$ cat src/rtl/cnn_pkg.sv
// Shared constants and helpers for the streaming convolution engine.
package cnn_pkg;

  // Controller states.
  localparam logic [2:0] StIdle = 3'd0;
  localparam logic [2:0] StLoad = 3'd1;
  localparam logic [2:0] StMac  = 3'd2;
  localparam logic [2:0] StPost = 3'd3;
  localparam logic [2:0] StHold = 3'd4;
  localparam logic [2:0] StDone = 3'd5;

  // Counter width for n distinct values; at least one bit so K=1 still has a signal.
  function automatic int unsigned clog2_min1(input int unsigned n);
    return (n > 1) ? $clog2(n) : 1;
  endfunction

  // Clamp a signed value to the range of a w-bit two's complement number.
  function automatic logic signed [63:0] sat_signed(input logic signed [63:0] v,
                                                    input int unsigned w);
    logic signed [63:0] hi;
    logic signed [63:0] lo;
    hi = (64'sd1 <<< (w - 1)) - 64'sd1;
    lo = -(64'sd1 <<< (w - 1));
    if (v > hi) return hi;
    if (v < lo) return lo;
    return v;
  endfunction

endpackage

$ cat src/rtl/conv_mac_slice.sv
// Signed multiply-accumulate: acc <= clr ? a*b : acc + a*b when enabled.
module conv_mac_slice #(
  parameter int unsigned DATA_W = 8,
  parameter int unsigned ACC_W  = 20
) (
  input  logic                     clk_i,
  input  logic                     rst_ni,
  input  logic                     clr_i,
  input  logic                     en_i,
  input  logic signed [DATA_W-1:0] a_i,
  input  logic signed [DATA_W-1:0] b_i,
  output logic signed [ACC_W-1:0]  acc_o
);

  logic signed [2*DATA_W-1:0] prod;
  logic signed [ACC_W-1:0]    prod_ext;
  logic signed [ACC_W-1:0]    acc_q, acc_d;

  assign prod     = a_i * b_i;
  // Size cast of a signed operand sign-extends.
  assign prod_ext = ACC_W'(prod);

  // Next accumulator value: restart on the first tap, otherwise add.
  always_comb begin
    acc_d = acc_q;
    if (en_i) acc_d = clr_i ? prod_ext : acc_q + prod_ext;
  end

  // Accumulator register.
  always_ff @(posedge clk_i or negedge rst_ni) begin
    if (!rst_ni) acc_q <= '0;
    else         acc_q <= acc_d;
  end

  assign acc_o = acc_q;

endmodule

$ cat src/rtl/conv2d_stream_engine.sv
// Streaming KxK 2-D convolution over a raster pixel stream, keeping only K rows on chip.
module conv2d_stream_engine
  import cnn_pkg::*;
#(
  parameter int unsigned DATA_W = 8,
  parameter int unsigned IMG_W  = 8,
  parameter int unsigned IMG_H  = 8,
  parameter int unsigned K      = 3,
  parameter int unsigned STRIDE = 1,
  parameter int unsigned ACC_W  = 2 * DATA_W + $clog2(K * K),
  localparam int unsigned TapW  = clog2_min1(K * K)
) (
  input  logic                     clk_i,
  input  logic                     rst_ni,
  input  logic                     start_i,
  input  logic                     cfg_relu_en_i,
  input  logic [4:0]               cfg_shift_i,
  input  logic                     k_wr_en_i,
  input  logic [TapW-1:0]          k_wr_addr_i,
  input  logic signed [DATA_W-1:0] k_wr_data_i,
  input  logic                     pix_valid_i,
  output logic                     pix_ready_o,
  input  logic signed [DATA_W-1:0] pix_data_i,
  output logic                     out_valid_o,
  input  logic                     out_ready_i,
  output logic signed [DATA_W-1:0] out_data_o,
  output logic                     out_last_o,
  output logic                     busy_o,
  output logic                     done_o
);

  localparam int unsigned OW       = (IMG_W - K) / STRIDE + 1;
  localparam int unsigned OH       = (IMG_H - K) / STRIDE + 1;
  // Rows past this index feed no output; they are consumed but not stored.
  localparam int unsigned RowsKept = (OH - 1) * STRIDE + K;
  localparam int unsigned NumTaps  = K * K;
  localparam int unsigned ColW     = clog2_min1(IMG_W);
  localparam int unsigned RowW     = clog2_min1(IMG_H + 1);
  localparam int unsigned SlotW    = clog2_min1(K);

  logic [2:0]               state_q, state_d;
  logic                     relu_q, relu_d;
  logic [4:0]               shift_q, shift_d;
  logic [ColW-1:0]          pix_col_q, pix_col_d;
  logic [RowW-1:0]          pix_row_q, pix_row_d;
  logic [SlotW-1:0]         wslot_q, wslot_d;
  logic [RowW-1:0]          band_q, band_d;
  logic [SlotW-1:0]         band_slot_q, band_slot_d;
  logic [ColW-1:0]          oc_q, oc_d;
  logic [SlotW-1:0]         kr_q, kr_d;
  logic [SlotW-1:0]         kc_q, kc_d;
  logic [TapW-1:0]          tap_q, tap_d;
  logic                     busy_q, busy_d;
  logic                     done_q, done_d;
  logic                     out_valid_q, out_valid_d;
  logic                     out_last_q, out_last_d;
  logic signed [DATA_W-1:0] out_data_q, out_data_d;

  logic signed [DATA_W-1:0] kern_q   [NumTaps];
  logic signed [DATA_W-1:0] rowbuf_q [K][IMG_W];

  logic                     pix_fire, row_end, band_last, col_last;
  logic [RowW-1:0]          load_target;
  logic [SlotW-1:0]         rd_slot;
  logic [ColW-1:0]          rd_col;
  logic                     mac_clr, mac_en;
  logic signed [ACC_W-1:0]  acc, shifted;
  logic signed [DATA_W-1:0] post_val;

  assign pix_ready_o = (state_q == StLoad);
  assign pix_fire    = pix_valid_i & pix_ready_o;
  assign row_end     = (pix_col_q == ColW'(IMG_W - 1));
  assign band_last   = (band_q == RowW'(OH - 1));
  assign col_last    = (oc_q == ColW'(OW - 1));
  // The last band also drains trailing rows so the whole frame is consumed.
  assign load_target = band_last ? RowW'(IMG_H) : RowW'(32'(band_q) * STRIDE + K);

  // Buffer slot and column of the current tap inside the current window.
  always_comb begin
    int unsigned s;
    s = 32'(band_slot_q) + 32'(kr_q);
    if (s >= K) s = s - K;
    rd_slot = SlotW'(s);
    rd_col  = ColW'(32'(oc_q) * STRIDE + 32'(kc_q));
  end

  conv_mac_slice #(
    .DATA_W (DATA_W),
    .ACC_W  (ACC_W)
  ) u_mac (
    .clk_i  (clk_i),
    .rst_ni (rst_ni),
    .clr_i  (mac_clr),
    .en_i   (mac_en),
    .a_i    (rowbuf_q[rd_slot][rd_col]),
    .b_i    (kern_q[tap_q]),
    .acc_o  (acc)
  );

  // Requantise: shift, optional ReLU, saturate to the output width.
  always_comb begin
    shifted = acc >>> shift_q;
    if (relu_q && shifted[ACC_W-1]) shifted = '0;
    post_val = DATA_W'(sat_signed(64'(shifted), DATA_W));
  end

  // Controller next-state and counter updates.
  always_comb begin
    state_d     = state_q;
    relu_d      = relu_q;
    shift_d     = shift_q;
    pix_col_d   = pix_col_q;
    pix_row_d   = pix_row_q;
    wslot_d     = wslot_q;
    band_d      = band_q;
    band_slot_d = band_slot_q;
    oc_d        = oc_q;
    kr_d        = kr_q;
    kc_d        = kc_q;
    tap_d       = tap_q;
    busy_d      = busy_q;
    done_d      = 1'b0;
    out_valid_d = out_valid_q;
    out_last_d  = out_last_q;
    out_data_d  = out_data_q;
    mac_clr     = 1'b0;
    mac_en      = 1'b0;
    case (state_q)
      StIdle: begin
        if (start_i) begin
          state_d     = StLoad;
          relu_d      = cfg_relu_en_i;
          shift_d     = cfg_shift_i;
          busy_d      = 1'b1;
          pix_col_d   = '0;
          pix_row_d   = '0;
          wslot_d     = '0;
          band_d      = '0;
          band_slot_d = '0;
          oc_d        = '0;
        end
      end
      StLoad: begin
        if (pix_fire) begin
          if (row_end) begin
            pix_col_d = '0;
            pix_row_d = pix_row_q + RowW'(1);
            wslot_d   = (wslot_q == SlotW'(K - 1)) ? '0 : wslot_q + SlotW'(1);
            if ((pix_row_q + RowW'(1)) == load_target) begin
              state_d = StMac;
              kr_d    = '0;
              kc_d    = '0;
              tap_d   = '0;
            end
          end else begin
            pix_col_d = pix_col_q + ColW'(1);
          end
        end
      end
      StMac: begin
        mac_en  = 1'b1;
        mac_clr = (tap_q == '0);
        tap_d   = tap_q + TapW'(1);
        if (kc_q == SlotW'(K - 1)) begin
          kc_d = '0;
          kr_d = kr_q + SlotW'(1);
        end else begin
          kc_d = kc_q + SlotW'(1);
        end
        if (tap_q == TapW'(NumTaps - 1)) state_d = StPost;
      end
      StPost: begin
        out_data_d  = post_val;
        out_valid_d = 1'b1;
        out_last_d  = col_last & band_last;
        state_d     = StHold;
      end
      StHold: begin
        if (out_ready_i) begin
          out_valid_d = 1'b0;
          out_last_d  = 1'b0;
          if (!col_last) begin
            oc_d    = oc_q + ColW'(1);
            kr_d    = '0;
            kc_d    = '0;
            tap_d   = '0;
            state_d = StMac;
          end else begin
            oc_d = '0;
            if (band_last) begin
              state_d = StDone;
              busy_d  = 1'b0;
              done_d  = 1'b1;
            end else begin
              band_d      = band_q + RowW'(1);
              band_slot_d = SlotW'((32'(band_slot_q) + STRIDE) % K);
              state_d     = StLoad;
            end
          end
        end
      end
      StDone: begin
        state_d = StIdle;
      end
      default: begin
        state_d = StIdle;
      end
    endcase
  end

  // Controller, counter and output registers.
  always_ff @(posedge clk_i or negedge rst_ni) begin
    if (!rst_ni) begin
      state_q     <= StIdle;
      relu_q      <= 1'b0;
      shift_q     <= '0;
      pix_col_q   <= '0;
      pix_row_q   <= '0;
      wslot_q     <= '0;
      band_q      <= '0;
      band_slot_q <= '0;
      oc_q        <= '0;
      kr_q        <= '0;
      kc_q        <= '0;
      tap_q       <= '0;
      busy_q      <= 1'b0;
      done_q      <= 1'b0;
      out_valid_q <= 1'b0;
      out_last_q  <= 1'b0;
      out_data_q  <= '0;
    end else begin
      state_q     <= state_d;
      relu_q      <= relu_d;
      shift_q     <= shift_d;
      pix_col_q   <= pix_col_d;
      pix_row_q   <= pix_row_d;
      wslot_q     <= wslot_d;
      band_q      <= band_d;
      band_slot_q <= band_slot_d;
      oc_q        <= oc_d;
      kr_q        <= kr_d;
      kc_q        <= kc_d;
      tap_q       <= tap_d;
      busy_q      <= busy_d;
      done_q      <= done_d;
      out_valid_q <= out_valid_d;
      out_last_q  <= out_last_d;
      out_data_q  <= out_data_d;
    end
  end

  // Kernel taps are writable only while idle.
  always_ff @(posedge clk_i or negedge rst_ni) begin
    if (!rst_ni) begin
      for (int i = 0; i < NumTaps; i++) kern_q[i] <= '0;
    end else if (state_q == StIdle && k_wr_en_i && 32'(k_wr_addr_i) < NumTaps) begin
      kern_q[k_wr_addr_i] <= k_wr_data_i;
    end
  end

  // Circular row buffer; no reset since every slot is written before it is read.
  always_ff @(posedge clk_i) begin
    if (pix_fire && pix_row_q < RowW'(RowsKept)) begin
      rowbuf_q[wslot_q][pix_col_q] <= pix_data_i;
    end
  end

  assign out_valid_o = out_valid_q;
  assign out_data_o  = out_data_q;
  assign out_last_o  = out_last_q;
  assign busy_o      = busy_q;
  assign done_o      = done_q;

endmodule
$ cat config.mk
export PLATFORM = sky130hd
export DESIGN_NAME = conv2d_stream_engine
export DESIGN_NICKNAME = d
export VERILOG_FILES = /design/src/rtl/cnn_pkg.sv /design/src/rtl/conv_mac_slice.sv /design/src/rtl/conv2d_stream_engine.sv
export SDC_FILE = /design/constraint.sdc
export NUM_CORES = 1
export LEC_CHECK = 0
export CORE_ASPECT_RATIO = 0.75
export CORE_MARGIN = 4
export CORE_UTILIZATION = 46
export CTS_CLUSTER_DIAMETER = 100
export DETAILED_ROUTE_END_ITERATION = 10
export MAX_ROUTING_LAYER = met4
export PLACE_DENSITY = 0.67
export SYNTH_ARGS = -nofsm -noshare
export SYNTH_HDL_FRONTEND = slang
export SYNTH_HIERARCHICAL = 1
export SYNTH_SLANG_ARGS = --single-unit
$ cat constraint.sdc
create_clock -name clk_i -period 11.15 [get_ports clk_i]
set_input_delay 2.23 -clock clk_i [delete_from_list [all_inputs] [get_ports clk_i]]
set_output_delay 2.23 -clock clk_i [all_outputs]
set_load 0.01 [all_outputs]
==> results of run 1 <==
-- per-layer routing --
layer	GRT usage, %	part of all wire, %	vias to the layer above
met5	-	0	-
li1	-	-	5463
met2	28.43	44	363
met1	29.88	48	6036
met4	4.363	1.6	0
met3	2.683	6.3	46
-- worst paths after layout --
| path | endpoint | slack, ns |
|---|---|---|
| setup reg to reg | u_mac/acc_o[17] | 1.85 |
| hold reg to reg | shift_q[1] | 0.48 |
| hold / removal | shift_q[1] | 0.48 |
| max in group asynchronous | kern_q[64] | 8.17 |
| setup / recovery | u_mac/acc_o[17] | 1.85 |
| min in group asynchronous | kern_q[22] | 1.82 |
-- critical path: cells and delay by family (launching register included) --
kind                       cells  cell delay, ns
DFF                            1            0.39
buffers and inverters          8            0.81
muxes                          3            1.15
adders and majority gates      9            3.59
AOI/OAI and AO/OA              9            1.86
xor gates and xnor gates       2            0.33
and+or+nand+nor                6            1.03
-- state kept, by name, summed over array words and instances (netlist names) --
name	cells
oc_q	3
band_slot_q	2
pix_row_q	4
shift_q	5
out_valid_o	1
state_q	3
tap_q	4
kern_q	72
busy_o	1
relu_q	1
u_mac/acc_o	20
out_data_o	8
out_last_o	1
done_o	1
band_q	4
rowbuf_q	192
wslot_q	2
pix_col_q	3
kc_q	2
kr_q	2
-- final cells by class --
| type | count | share of cell area (%) |
|---|---|---|
| flip-flops and latches | 331 | 44.12 |
| inverters | 116 | 2.078 |
| clock inverters | 15 | 0.8182 |
| well taps | 520 | 3.105 |
| multi-input cells | 975 | 42.71 |
| repair buffers | 57 | 2.574 |
| clock buffers | 45 | 4.598 |
-- cells in the mapped netlist, types with 4 or more instances --
master    count  area share (%)
a211o_1       4            0.19
a211oi_1      7            0.28
a21o_1       14            0.56
a21oi_1      61             1.6
a31oi_1      12            0.40
and2_1       56             1.9
and3_1        4            0.13
buf_1         8            0.16
buf_2        11            0.29
buf_6         4            0.24
clkbuf_1     37            0.74
dfrtp_1     139              18
edfxtp_1    192              31
fa_1         58             6.1
ha_1         62             4.1
inv_1       114             2.3
mux2_2       77             4.6
mux2i_1      48             2.5
mux4_1        4            0.56
mux4_2       80             9.5
nand2_1     102             2.0
nand2b_1     14            0.46
nand3_1      26            0.69
nand3b_1      6            0.24
nor2_1      110             2.2
nor2b_1      18            0.60
nor3_1       10            0.26
nor3_2        5            0.26
nor3b_1       5            0.20
o211ai_1      6            0.24
o21ai_0      50             1.3
o21ai_1       6            0.16
o21bai_1      6            0.24
o22ai_1      12            0.40
o31ai_1       5            0.20
or2_2         5            0.17
or3_1         5            0.17
xnor2_1      28             1.3
xor2_1       11            0.51
-- stage by stage --
stage / cells / instance area, µm² / util (%) / hold slack (ns) / worst slack [ns]
finish: 2059 / 20950 / 52.32 / 0.4775 / 1.852
global route: 2059 / 20950 / 52.32 / 0.5027 / 1.178
CTS: 2059 / 20950 / 52.32 / 0.4792 / 1.921
detailed placement: 1999 / 19820 / 49.49 / 0.4641 / 1.913
global placement: 1999 / 19820 / 49.49 / 0.4670 / 2.155
floorplan: 1486 / 18890 / - / 0.4739 / 2.769
-- cell usage in the layout, fill, tap and decap left out, drive strengths merged, types with 6 or more instances in the layout --
master | synthesis | final
o211ai | 6 | 6
a31oi | 12 | 12
o22ai | 12 | 12
and2 | 56 | 56
nand3 | 26 | 26
nor2 | 112 | 112
nand2b | 15 | 15
xor2 | 11 | 11
nor3b | 7 | 7
nand3b | 6 | 6
fa | 58 | 58
buf | 26 | 14
xnor2 | 28 | 28
a21oi | 64 | 64
o21ai | 56 | 56
clkinv | 2 | 12
a211oi | 9 | 9
o21bai | 6 | 6
ha | 62 | 62
a21o | 15 | 15
nor3 | 15 | 15
mux4 | 84 | 84
clkbuf | 38 | 45
nand2 | 102 | 102
mux2 | 77 | 77
clkdlybuf4s50 | 0 | 43
edfxtp | 192 | 192
dfrtp | 139 | 139
inv | 114 | 115
mux2i | 48 | 48
nor2b | 18 | 18
-- kinds of logic (layout without fill, tap and decap cells) --
logic type      count (synthesis)  in the layout  share of synthesized area [%]
xor+xnor                       39             39                          1.808
fa+ha+maj                     120            120                          10.25
buf+inv                       180            233                          3.874
mux                           209            209                          17.23
flops                         331            331                          48.93
compound gates                225            225                          7.927
simple gates                  382            382                          9.987
==> results.txt, run 1 <==
Clock transition at path regs = 0.06 ns
Setup bufs post-CTS = 0
Largest net degree at the start of global routing = 94
Slowest stage cell, crit path = o41ai_2
YS warnings = 6
Crit end category = flip-flop
Worst R2R Path Depth = 37
Antenna viol nets, final = 0
DR vias/cell = 5.783
Initial antenna violation count = 0
RR Startpoint = band_slot_q[0]
Async SR Flop Fraction = 41.99%
Multi-input gate area = 8947 µm²
Fill count = 3354
Post-synth EDFFs = 192
DRT Wirelength = 42080 µm
Seq/Total Area, Yosys = 48.93%
IO Port Bufs = 44
DRC = 0
Grt total ovfl = 0
Area Overhead vs Synth = 10.89%
Hold-fix buffers, CTS = 0
Layout cell share with drive strength beyond 1 = 16.50%
Max cap viols = 0
Antenna Cells = 0
Vias = 11910
Vias in the first global route = 11850
Initial core utilization = 47.18%
Primary FF master, synth = edfxtp_1
Startpoint Class = flip-flop
GRT Util Overall = 19.67%
Total CTS buffers = 34
Die area = 44410 µm²
Critical path arrival = 9.71 ns
Syn Inst Count = 1486
Critical path class = reg2reg
Post-cts resize count = 0
Worst setup path start = band_slot_q[0]
First-pass GRT wire length = 67560 µm
Unrepaired setup endpoints after global routing = no
DR iter-0 viols = 1253
CTS Sinks = 331
Min Clock Period, post-route = 9.298 ns
Clk Latency, worst-skew pair = 0.53 ns
Setup_tns = 0 ns
Mapped Area = 18890 µm²
TritonRoute pass-1 iters = 5
Final period util = 83.39%
Hpwl dp = 28630 µm
Layout Skew = 0.02853 ns
Slew margin rel. = 17.87%
Average size of a mapped cell = 12.71 µm²
DR WL/cell = 20.43 µm
Final setup fails = 0
Hold Path Class = reg2reg
# IOs = 45
Final hold vios = 0
Sequential standard cell area = 9244 µm²
Root Driver = clkbuf_16
CP max FO = 32
Pin slew with the least headroom to its limit = 1.228 ns
Most common cell on crit path = inv_1
GPL Wtd Cong = 0.8711
Netlist cell types = 78
CORE AREA = 40040 µm²
Bufs on Longest Clock Path = 3
Fin. max-slew vios = 0
H-tree levels = 2
Critical Path RT = 11.56 ns
Worst hold start = shift_q[1]
Net Count, Synth = 1638
CP max stage delay = 0.64 ns
CTS tree = built
#FFs+latches synth = 331
Hold Path Depth = 2
Status = complete, no violations
Nets = 1667
Die H = 183.5 µm
Die X = 242.0 µm
# rows = 63
Max Clk Rate = 0.1075 GHz
Power of run 1 is left out: the tool's default activity adds up to more than one toggle a clock period on the data nets, which glitch-free logic cannot reach.
==> inputs of run 2 (changes only) <==
--- a/config.mk
+++ b/config.mk
@@ -11,7 +11,7 @@
 export CTS_CLUSTER_DIAMETER = 100
 export DETAILED_ROUTE_END_ITERATION = 10
 export MAX_ROUTING_LAYER = met4
-export PLACE_DENSITY = 0.67
+export PLACE_DENSITY = 0.69
 export SYNTH_ARGS = -nofsm -noshare
 export SYNTH_HDL_FRONTEND = slang
 export SYNTH_HIERARCHICAL = 1
==> constraint.sdc (replaced) <==
create_clock -name clk_i -period 7.82 [get_ports clk_i]
set_input_delay 1.564 -clock clk_i [delete_from_list [all_inputs] [get_ports clk_i]]
set_output_delay 1.564 -clock clk_i [all_outputs]
set_load 0.01 [all_outputs]
==> run 2 against run 1 <==
The run now ends with negative setup slack left. Final cell count is 5.4% higher. First-iteration DRC count fell by 8.7%. Highest routed layer unchanged. Core utilization is 3.7 points higher. Clock-buffer cell count rose by 2. Critical path depth rose by 2. Hold slack improved by 0.0011 ns. Sequential share of layout area is 2.9 points lower. Routed wire length is 8.1% higher. Setup slack got worse by 2.4 ns. Critical endpoint is now u_mac/acc_o[19].
==> results.txt, run 2 (same netlist as run 1, synthesis figures left out) <==
Final period util = 107.1% (+24 points)
Fill count = 3159 (-5.8%)
GRT Util Overall = 21.37% (+1.7 points)
Hpwl dp = 30500 µm (+6.5%)
Hold Path Class = reg2reg
Clock transition at path regs = 0.07 ns (about the same)
Antenna viol nets, final = 0 (unchanged)
Root Driver = clkbuf_16
Initial core utilization = 47.18% (unchanged)
CP max FO = 7 (-78%)
Most flops, register = rowbuf_q
IO Port Bufs = 44 (unchanged)
DR WL/cell = 20.96 µm (+2.6%)
Pin slew with the least headroom to its limit = 1.220 ns (-0.008373 ns)
DR vias/cell = 5.799 (+0.26%)
Final setup fails = 10 (+10)
Final hold vios = 0 (unchanged)
Multi-input gate area = 9413 µm² (+5.2%)
DRC = 0 (unchanged)
DR iter-0 viols = 1144 (-8.7%)
CP max stage delay = 0.54 ns (-0.10 ns)
Status = finished with violations
GPL Wtd Cong = 0.9253 (+6.2%)
Layout cell share with drive strength beyond 1 = 26.42% (+9.9 points)
Most common cell on crit path = inv_2
Vias in the first global route = 12640 (+6.7%)
Max cap viols = 0 (unchanged)
Initial antenna violation count = 0 (unchanged)
# IOs = 45 (unchanged)
Routed met1 length = 20960 µm (+3.4%)
Max Clk Rate = 0.1194 GHz (+11%)
DP Worst Slack = -0.4634 ns (-2.377 ns)
WL met3 = 3228 µm (+22%)
Failing checks = negative setup slack
Critical Path RT = 8.26 ns (-3.30 ns)
Final Worst Setup Slack = -0.5587 ns (-2.411 ns)
Fin. max-slew vios = 0 (unchanged)
Grt total ovfl = 0 (unchanged)
Min Clock Period, post-route = 8.379 ns (-0.9195 ns)
Total CTS buffers = 36 (+5.9%)
Max FFs per register = 192 (unchanged)
CTS tree = built
Startpoint Class = flip-flop
Slowest stage cell, crit path = fa_1
Sequential standard cell area = 9244 µm² (unchanged)
Bufs on Longest Clock Path = 3 (unchanged)
Hold-fix buffers, CTS = 0 (unchanged)
Nets = 1774 (+6.4%)
CORE AREA = 40040 µm² (unchanged)
Slew margin rel. = 18.38% (+0.51 points)
Most frequent cells in the layout = edfxtp_1, dfrtp_1, inv_1, nor2_1, buf_4
Clk Latency, worst-skew pair = 0.54 ns (about the same)
Vias = 12580 (+5.7%)
Die H = 183.5 µm (unchanged)
Layout Skew = 0.02263 ns (-0.005900 ns)
Die area = 44410 µm² (unchanged)
Met2 WL post-DR = 20520 µm (+11%)
Die X = 242.0 µm (unchanged)
H-tree levels = 2 (unchanged)
First-pass GRT wire length = 72730 µm (+7.6%)
Critical path class = reg2reg
Largest net degree at the start of global routing = 72 (-23%)
CTS Sinks = 331 (unchanged)
TritonRoute pass-1 iters = 6 (+1)
Crit end category = flip-flop
Area Overhead vs Synth = 18.66%
Antenna Cells = 0 (unchanged)
DRT Wirelength = 45480 µm (+8.1%)
Top Metal Used = met4
Critical path arrival = 8.82 ns (-0.89 ns)
Most common cell after layout, fill and taps aside = edfxtp_1
# rows = 63 (unchanged)
Unrepaired setup endpoints after global routing = yes
==> run 2: area by class of cell <==
cell class / count / share of cell area (%)
Tap cell: 520 / 2.902
Clock inverter: 19 / 1.094
Multi-Input combinational cell: 975 / 41.99
Clock buffer: 47 / 4.247
Sequential cell: 331 / 41.23
Timing Repair Buffer: 162 / 6.592
Inverter: 116 / 1.942
==> run 2: layer usage <==
metal  track usage (%)  up-vias
met1             31.52     6364
met5                 -        -
met3             3.528       65
li1                  -     5693
met4             4.317        0
met2             31.69      461
==> run 2: stage by stage <==
step	area, µm²	setup TNS [ns]	instances	utilization (%)	hold slack [ns]
after global placement	20490	-2.088	2066	51.18	0.4677
after floorplan	19030	0	1486	-	0.4739
after CTS	22230	-2.721	2161	55.52	0.4838
after global routing	22420	-8.063	2170	55.98	0.5113
final	22420	-4.186	2170	55.98	0.4786
after detailed placement	20490	-3.019	2066	51.18	0.4696
==> run 2: final timing paths <==
check / depth (start not counted) / from / slack, ns / to
setup reg to reg: 39 / kr_q[0] / -0.56 / u_mac/acc_o[19]
min in group asynchronous: 1 / rst_ni / 1.04 / band_q[3]
hold / removal: 2 / out_valid_o / 0.48 / out_valid_o
setup / recovery: 39 / kr_q[0] / -0.56 / u_mac/acc_o[19]
hold reg to reg: 2 / out_valid_o / 0.48 / out_valid_o
max in group asynchronous: 2 / rst_ni / 5.41 / u_mac/acc_o[17]
==> run 2: what timing repair did <==
| action | in CTS | in global routing |
|---|---|---|
| endpoints found under the hold margin | 0 | 0 |
| gates resized for setup | 56 | 39 |
| cloned | 3 | 0 |
| pin swaps | 42 | 26 |
| setup endpoints to repair | 10 | 11 |
| buffers inserted | 26 | 14 |
==> run 2: critical path, delay by kind of cell, from the launching register on <==
kind	cells	cell delay [ns]
XOR/XNOR	1	0.23
AO/OA/AOI/OAI	10	1.59
multiplexers	3	0.97
buffers and inverters	10	0.72
flip-flops	1	0.37
AND/OR/NAND/NOR	6	0.83
adder cells (fa/ha/maj)	9	3.55
Power of run 2 is left out for the same reason.
==> inputs of run 3 (changes only) <==
--- a/config.mk
+++ b/config.mk
@@ -6,12 +6,13 @@
 export NUM_CORES = 1
 export LEC_CHECK = 0
 export CORE_ASPECT_RATIO = 0.75
-export CORE_MARGIN = 4
+export CORE_MARGIN = 2
 export CORE_UTILIZATION = 46
 export CTS_CLUSTER_DIAMETER = 100
 export DETAILED_ROUTE_END_ITERATION = 10
+export DONT_BUFFER_PORTS = 1
 export MAX_ROUTING_LAYER = met4
-export PLACE_DENSITY = 0.69
+export PLACE_DENSITY = 0.68
 export SYNTH_ARGS = -nofsm -noshare
 export SYNTH_HDL_FRONTEND = slang
 export SYNTH_HIERARCHICAL = 1
==> run 3 against run 2 <==
The run still ends with negative setup slack left. Sequential cell count did not move. Setup slack better by 0.20 ns. Register-to-register slack improved by 0.20 ns. Core utilization down 2.0 points. First-iteration DRC count up 4.4%. Via count decreased by 1.8%. Critical path depth decreased by 1. Sequential share of layout area grew 0.83 points. Clock skew rose by 0.0046 ns. Clock-buffer cell count down 2. Routed wire length down 1.4%.
==> results.txt, run 3 (same netlist as run 1, synthesis figures left out) <==
Final period util = 104.7% (-2.5 points)
Largest net degree at the start of global routing = 140 (+94%)
Delay-heaviest family, CP = adder cells
Die H = 179.5 µm (-2.2%)
# IOs = 45 (unchanged)
Worst hold start = kern_q[18]
Max Clk Rate = 0.1222 GHz (+2.4%)
# rows = 64 (+1.6%)
Final Worst Setup Slack = -0.3637 ns (+0.1950 ns)
Vias = 12360 (-1.8%)
Hpwl dp = 30590 µm (+0.32%)
Hold Slack = 0.4996 ns (+0.02097 ns)
Layout Skew = 0.02726 ns (+0.004633 ns)
DRT Wirelength = 44830 µm (-1.4%)
Hold Path Class = reg2reg
Vias in the first global route = 12220 (-3.3%)
Grt total ovfl = 0 (unchanged)
Max FFs per register = 192 (unchanged)
Initial core utilization = 46.44% (-0.74 points)
CTS Sinks = 331 (unchanged)
Root Driver = clkbuf_16
TritonRoute pass-1 iters = 7 (+1)
Reg2reg end = u_mac/acc_o[19]
Area Overhead vs Synth = 16.32%
DR WL/cell = 21.21 µm (+1.2%)
Failing checks = negative setup slack
Worst R2R Path Depth = 38 (-2.6%)
GPL Wtd Cong = 0.8733 (-5.6%)
Min Clock Period, post-route = 8.184 ns (-0.1950 ns)
DR vias/cell = 5.846 (+0.81%)
Bufs on Longest Clock Path = 3 (unchanged)
Clock transition at path regs = 0.06 ns (about the same)
Antenna viol nets, final = 0 (unchanged)
DRC = 0 (unchanged)
Buf/Inv on CP = 10 (unchanged)
IO Port Bufs = 0 (-100%)
Slew margin rel. = 29.13% (+11 points)
Most flops, register = rowbuf_q
Crit end category = flip-flop
Layout cell share with drive strength beyond 1 = 26.75% (+0.33 points)
Max cap viols = 0 (unchanged)
GRT Util Overall = 21.79% (+0.42 points)
Status = finished with violations
Critical path arrival = 8.58 ns (-0.24 ns)
First-pass GRT wire length = 70410 µm (-3.2%)
Total CTS buffers = 35 (-2.8%)
R2R Setup Slk = -0.36 ns (+0.20 ns)
Final setup fails = 9 (-1)
H-tree levels = 2 (unchanged)
Pin slew with the least headroom to its limit = 1.063 ns (-0.1567 ns)
Startpoint Class = flip-flop
Most common cell after layout, fill and taps aside = edfxtp_1
Nets = 1710 (-3.6%)
Hold Path Depth = 1 (-1)
Final hold vios = 0 (unchanged)
Unrepaired setup endpoints after global routing = yes
Critical Path RT = 8.21 ns (-0.05 ns)
Fin. max-slew vios = 0 (unchanged)
CP max FO = 8 (+1)
Die X = 238.0 µm (-1.7%)
Initial antenna violation count = 1 (+1)
CTS tree = built
Slowest stage cell, crit path = fa_1
Most frequent cells in the layout = edfxtp_1, dfrtp_1, nor2_1, inv_1, nand2_1
Setup_tns = -2.103 ns (+2.083 ns)
Critical path class = reg2reg
CP max stage delay = 0.55 ns (about the same)
CORE AREA = 40680 µm² (+1.6%)
RR Startpoint = band_slot_q[0]
Hold-fix buffers, CTS = 0 (unchanged)
WHS Endpoint = kern_q[18]
Clk Latency, worst-skew pair = 0.54 ns (about the same)
DR iter-0 viols = 1194 (+4.4%)
Die area = 42730 µm² (-3.8%)
run 3: area by class of cell:
cell class / count / area, µm²
Timing Repair Buffer: 99 / 925.9
Inverter: 116 / 435.4
Tap cell: 528 / 660.6
Multi-Input combinational cell: 975 / 9500
Antenna cell: 1 / 2.502
Fill cell: 3326 / 18700
Clock inverter: 19 / 244.0
Clock buffer: 45 / 964.7
Sequential cell: 331 / 9244
run 3: worst max-delay path by stage:
stage / depth (start not counted) / to / slack (ns) / startpoint
4_1_cts: 38 / u_mac/acc_o[19] / -0.29 / band_slot_q[0]
3_3_place_gp: 35 / u_mac/acc_o[16] / -0.31 / kr_q[0]
5_1_grt: 38 / u_mac/acc_o[19] / -0.68 / band_slot_q[0]
2_1_floorplan: 35 / u_mac/acc_o[17] / 0.03 / band_slot_q[0]
3_5_place_dp: 36 / u_mac/acc_o[19] / -0.45 / band_slot_q[0]
6_report: 38 / u_mac/acc_o[19] / -0.36 / band_slot_q[0]
run 3: through the flow:
step / setup slack, ns / utilization, % / cells / cell area (µm²)
4_1_cts: -0.2929 / 53.35 / 2106 / 21700
2_1_floorplan: 0.03181 / - / 1486 / 19030
3_3_place_gp: -0.3054 / 49.30 / 2029 / 20050
3_5_place_dp: -0.4474 / 49.30 / 2029 / 20050
6_report: -0.3637 / 54.03 / 2114 / 21980
5_1_grt: -0.6815 / 54.03 / 2114 / 21980
run 3: worst register-to-register path, delay by kind of cell (launching register included):
kind	cells	cell delay, ns
buffers and inverters	10	0.78
muxes	3	1.00
and+or+nand+nor	5	0.49
adders and majority gates	9	3.47
AOI/OAI and AO/OA	10	1.74
DFF	1	0.39
xor gates and xnor gates	1	0.17
run 3: repair_timing:
item	4_1_cts	5_1_grt
buffers inserted	10	9
pin swaps	27	33
gates resized for setup	51	41
setup endpoints to repair	10	11
cloned	3	0
run 3: routing by layer:
layer / wire, µm / part of all wire, % / vias up / GRT usage [%]
met5: 0 / 0 / - / -
met4: 614 / 1.4 / 0 / 4.025
met3: 3449 / 7.7 / 55 / 4.929
met2: 20040 / 45 / 386 / 31.50
met1: 20720 / 46 / 6363 / 31.90
li1: - / - / 5554 / -
Power of run 3 is left out for the same reason.
